**src/rtl/arith_pkg.sv**
```systemverilog
// Shared arithmetic-lab definitions: divider state encodings and sizing helpers.
package arith_pkg;

    localparam int unsigned DEF_WIDTH = 4;
    localparam int unsigned CNT_W     = $clog2(2 * DEF_WIDTH);

    typedef enum logic [1:0] {
        ST_IDLE = 2'd0,
        ST_RUN  = 2'd1,
        ST_DONE = 2'd2
    } div_state_t;

    // Bit-counter width for a divider of the given divisor width.
    function automatic int unsigned cnt_width(input int unsigned w);
        return $clog2(2 * w);
    endfunction

endpackage

```
**src/rtl/div_step.sv**
```systemverilog
// One restoring-division iteration: shift in a dividend bit, trial-subtract the divisor.
module div_step
    import arith_pkg::*;
#(
    parameter int unsigned WIDTH = DEF_WIDTH
) (
    input  logic [WIDTH:0]   p,
    input  logic             din,
    input  logic [WIDTH-1:0] divisor,
    output logic [WIDTH:0]   p_next,
    output logic             qbit
);

    logic [WIDTH:0] shifted;
    logic [WIDTH:0] trial;
    logic           unused_msb;

    // P is always below the divisor between steps, so its MSB never carries data.
    assign unused_msb = p[WIDTH];

    assign shifted = {p[WIDTH-1:0], din};
    assign trial   = shifted - {1'b0, divisor};
    assign qbit    = ~trial[WIDTH];
    assign p_next  = qbit ? trial : shifted;

endmodule

```
**src/rtl/seq_divider.sv**
```systemverilog
// Iterative restoring divider: 2*WIDTH-bit dividend / WIDTH-bit divisor, one quotient bit per clock.
module seq_divider
    import arith_pkg::*;
#(
    parameter int unsigned WIDTH = DEF_WIDTH
) (
    input  logic                 clk,
    input  logic                 rst,
    input  logic                 start,
    input  logic [2*WIDTH-1:0]   dividend,
    input  logic [WIDTH-1:0]     divisor,
    output logic                 busy,
    output logic                 done,
    output logic [2*WIDTH-1:0]   quotient,
    output logic [WIDTH-1:0]     remainder,
    output logic                 div_by_zero
);

    localparam int unsigned CW    = cnt_width(WIDTH);
    localparam int unsigned LAST  = 2 * WIDTH - 1;

    div_state_t           state;
    logic [CW-1:0]        cnt;
    logic [2*WIDTH-1:0]   dvd_sr;
    logic [WIDTH-1:0]     dvs;
    logic [WIDTH:0]       p;
    logic [2*WIDTH-1:0]   q_sr;

    logic [WIDTH:0]       p_next;
    logic                 qbit;

    div_step #(.WIDTH(WIDTH)) u_step (
        .p       (p),
        .din     (dvd_sr[2*WIDTH-1]),
        .divisor (dvs),
        .p_next  (p_next),
        .qbit    (qbit)
    );

    always_ff @(posedge clk) begin
        if (rst) begin
            state       <= ST_IDLE;
            cnt         <= '0;
            dvd_sr      <= '0;
            dvs         <= '0;
            p           <= '0;
            q_sr        <= '0;
            busy        <= 1'b0;
            done        <= 1'b0;
            quotient    <= '0;
            remainder   <= '0;
            div_by_zero <= 1'b0;
        end else begin
            done <= 1'b0;
            case (state)
                ST_IDLE, ST_DONE: begin
                    if (start) begin
                        dvd_sr      <= dividend;
                        dvs         <= divisor;
                        p           <= '0;
                        q_sr        <= '0;
                        cnt         <= '0;
                        quotient    <= '0;
                        remainder   <= '0;
                        div_by_zero <= 1'b0;
                        if (divisor == '0) begin
                            // Zero divisor completes immediately with a saturated quotient.
                            quotient    <= '1;
                            div_by_zero <= 1'b1;
                            done        <= 1'b1;
                            state       <= ST_DONE;
                        end else begin
                            busy  <= 1'b1;
                            state <= ST_RUN;
                        end
                    end else begin
                        state <= ST_IDLE;
                    end
                end
                ST_RUN: begin
                    p      <= p_next;
                    dvd_sr <= {dvd_sr[2*WIDTH-2:0], 1'b0};
                    q_sr   <= {q_sr[2*WIDTH-2:0], qbit};
                    if (cnt == CW'(LAST)) begin
                        busy      <= 1'b0;
                        done      <= 1'b1;
                        quotient  <= {q_sr[2*WIDTH-2:0], qbit};
                        remainder <= p_next[WIDTH-1:0];
                        state     <= ST_DONE;
                    end else begin
                        cnt <= cnt + CW'(1);
                    end
                end
                default: begin
                    busy  <= 1'b0;
                    state <= ST_IDLE;
                end
            endcase
        end
    end

endmodule

```
**config.mk**
```make
export PLATFORM = sky130hd
export DESIGN_NAME = seq_divider
export DESIGN_NICKNAME = d
export VERILOG_FILES = /design/src/rtl/arith_pkg.sv /design/src/rtl/div_step.sv /design/src/rtl/seq_divider.sv
export SDC_FILE = /design/constraint.sdc
export NUM_CORES = 1
export LEC_CHECK = 0
export ABC_AREA = 1
export CORE_MARGIN = 3
export CORE_UTILIZATION = 50
export CTS_CLUSTER_SIZE = 16
export DETAILED_ROUTE_END_ITERATION = 7
export HOLD_SLACK_MARGIN = 0.02
export PLACE_DENSITY = 0.74
export SLEW_MARGIN = 10
export SYNTH_ARGS = -nofsm -noshare
export SYNTH_HDL_FRONTEND = slang
export SYNTH_HIERARCHICAL = 1
export SYNTH_SLANG_ARGS = --single-unit
```
**constraint.sdc**
```tcl
create_clock -name clk -period 5.8 [get_ports clk]
set_input_delay 1.16 -clock clk [delete_from_list [all_inputs] [get_ports clk]]
set_output_delay 1.16 -clock clk [all_outputs]
set_load 0.05 [all_outputs]
```
==> reports/qor.yml <==
outcome:
  outcome: "finished, final reports clean"
clock_tree:
  clock_latency_ps: 300
  cts_tree: "built"
  cts.sinks: 43
  cts.clk_slew.worst_paths_ps: 80
  postCtsSetupBuffers: 0
  root_buffer: "clkbuf_8"
  cts_hold_buf: 0
  cts_buffers: 5
  cts_resized: 0
  cts_buffer_depth: 2
  htreeDepth: 2
yosys:
  synth_warnings: 6
  avgSynthCellArea_um2: 7.48
  syn-cell-area_um2: 2040
  syn_nets: 297
  synthCells: 273
sta:
  worstMarginPinSlew_ps: 495
  period_share: 0.448
  relSlewSlack: 0.669
  layout_min_cycle_time_ps: 2600
  setup_viol: 0
  hold_viol: 0
  fin_worst_skew_ps: 3.79
  setup_tns_ps: 0
  rsz0062_at_grt: "false"
  finalMaxSlewViolations: 0
  fmax_mhz: 385
critical_path:
  critPathLaunch: "div_by_zero"
  critical_path.endpoint: "div_by_zero"
  worstSetupStartpointType: "flip-flop"
  worst_path_max_delay_cell: "clkdlybuf4s50_1"
  cp.depth: 1
  crit_chain: "clkdlybuf4s50_1"
  crit_type: "reg2out"
  slowest_delay_ps: 800
  r2r-start: "dvd_sr[7]"
  r2r_cells: 15
  end_kind: "output pin"
  worstPathRequired_ps: 4640
  cp_data_arrival_time_ps: 1440
  cp_num_buf_inv: 1
  path_max_fanout: 2
  rr_endpoint: "remainder[2]"
  r2r_slack_ps: 3490
  crit_family: "buffers and inverters"
final_layout:
  drive_gt1_frac: 0.0797
  n_fill_cell: 353
  area_growth_pct: 19.5
  final_nets: 324
  num_antenna_cells: 0
  final_util: 0.642
floorplan:
  dieArea_um2: 4890
  initial_core_util: 0.538
  die_y_um: 69.9
  num_io_pins: 30
  fp.dieW_um: 69.9
  core_um2: 3800
  rows: 22
drt:
  drc: 0
  postRouteAntennaNets: 0
  vias_per_cell: 4.83
  wl_per_cell_um: 11.3
  drt_iter0_drc: 84
  dr.pass1.iters: 4
  via_count: 1687
  wirelength_um: 3930
power:
  p_int_uw: 519
  p_leak_nw: 1.05
  switching_share: 0.305
  combPwrFrac: 0.229
  power_frac_clock: 0.328
  switching_power_uw: 227
  powerDensity_nw_per_um2: 306
  irDropWorstVdd_uv: 210
  p_seq_frac: 0.443
flow_run:
  cap_violations: 0
place:
  dp_hpwl_um: 2690
  io_buffer_count: 29
  gp_congestion: 0.877
global_routing:
  grt_max_degree: 37
  grt_first_pass_wirelength_um: 6890
  grt_remaining_overflow: 0
  grt_pass1_vias: 1554
  grt_usage: 0.175
  antenna_found_initial: 0
worst_hold_path:
  hp-class: "reg2reg"
sequential cells by signal, summed over array words and instances, names as in the netlist:
name,count
busy,1
dvd_sr,8
quotient,8
state,2
remainder,4
dvs,4
q_sr,7
div_by_zero,1
p,4
cnt,3
done,1
placed cells by master (no fill, tap or decap):
cell,count
nor2_1,71
dfxtp_1,43
nand2_1,39
clkdlybuf4s50_1,29
inv_1,26
o21ai_0,18
a21oi_1,11
nand3b_1,8
nand3_1,8
ha_1,8
nor3_1,7
o21a_1,7
clkbuf_8,6
inv_2,4
nor2_2,4
nand2_4,3
nand2_8,2
clkinv_2,2
nand3_2,1
nor2_4,1
bufinv_16,1
o21bai_1,1
fa_1,1
layer usage:
layer,share of wire,GRT usage,up-vias
li1,-,-,906
met1,0.50,0.225,738
met2,0.43,0.273,36
met3,0.049,0.0518,7
met4,0.020,0.0702,0
met5,0,0,-
area by class of cell:
class / instances / area [um2] / area share
multi-input cells: 190 / 993 / 0.407
flip-flops and latches: 43 / 861 / 0.353
repair buffers: 29 / 290 / 0.119
inverters: 31 / 118 / 0.0482
clock buffers: 6 / 82.6 / 0.0338
well taps: 48 / 60.1 / 0.0246
clock inverters: 2 / 35.0 / 0.0144
metrics by stage:
step / cell area [um2] / cells / hold slack [ps] / worst slack (ps) / power (mW)
6_report: 2440 / 349 / 472 / 3200 / 0.746
3_5_place_dp: 2320 / 341 / 464 / 3120 / 0.508
3_3_place_gp: 2320 / 341 / 455 / 3170 / 0.506
2_1_floorplan: 2040 / 273 / 436 / 3770 / 0.467
5_1_grt: 2440 / 349 / 506 / 3150 / 0.784
4_1_cts: 2440 / 349 / 479 / 3190 / 0.750
power by group through the flow:
stage / logic, mW / clock network, mW / registers, mW
after floorplan: 0.103 / 0 / 0.364
after global placement: 0.168 / 0 / 0.337
after detailed placement: 0.170 / 0 / 0.337
after CTS: 0.171 / 0.248 / 0.331
after global routing: 0.191 / 0.259 / 0.334
final: 0.171 / 0.245 / 0.330
how the worst min path moves through the flow:
stage / startpoint / to / cells past startpoint
2_1_floorplan: dvd_sr[0] / dvd_sr[0] / 2
3_3_place_gp: busy / busy / 2
3_5_place_dp: busy / busy / 2
4_1_cts: dvd_sr[0] / dvd_sr[0] / 2
5_1_grt: remainder[0] / remainder[0] / 2
6_report: dvd_sr[0] / dvd_sr[0] / 2
(Power assumes the default switching activity.)
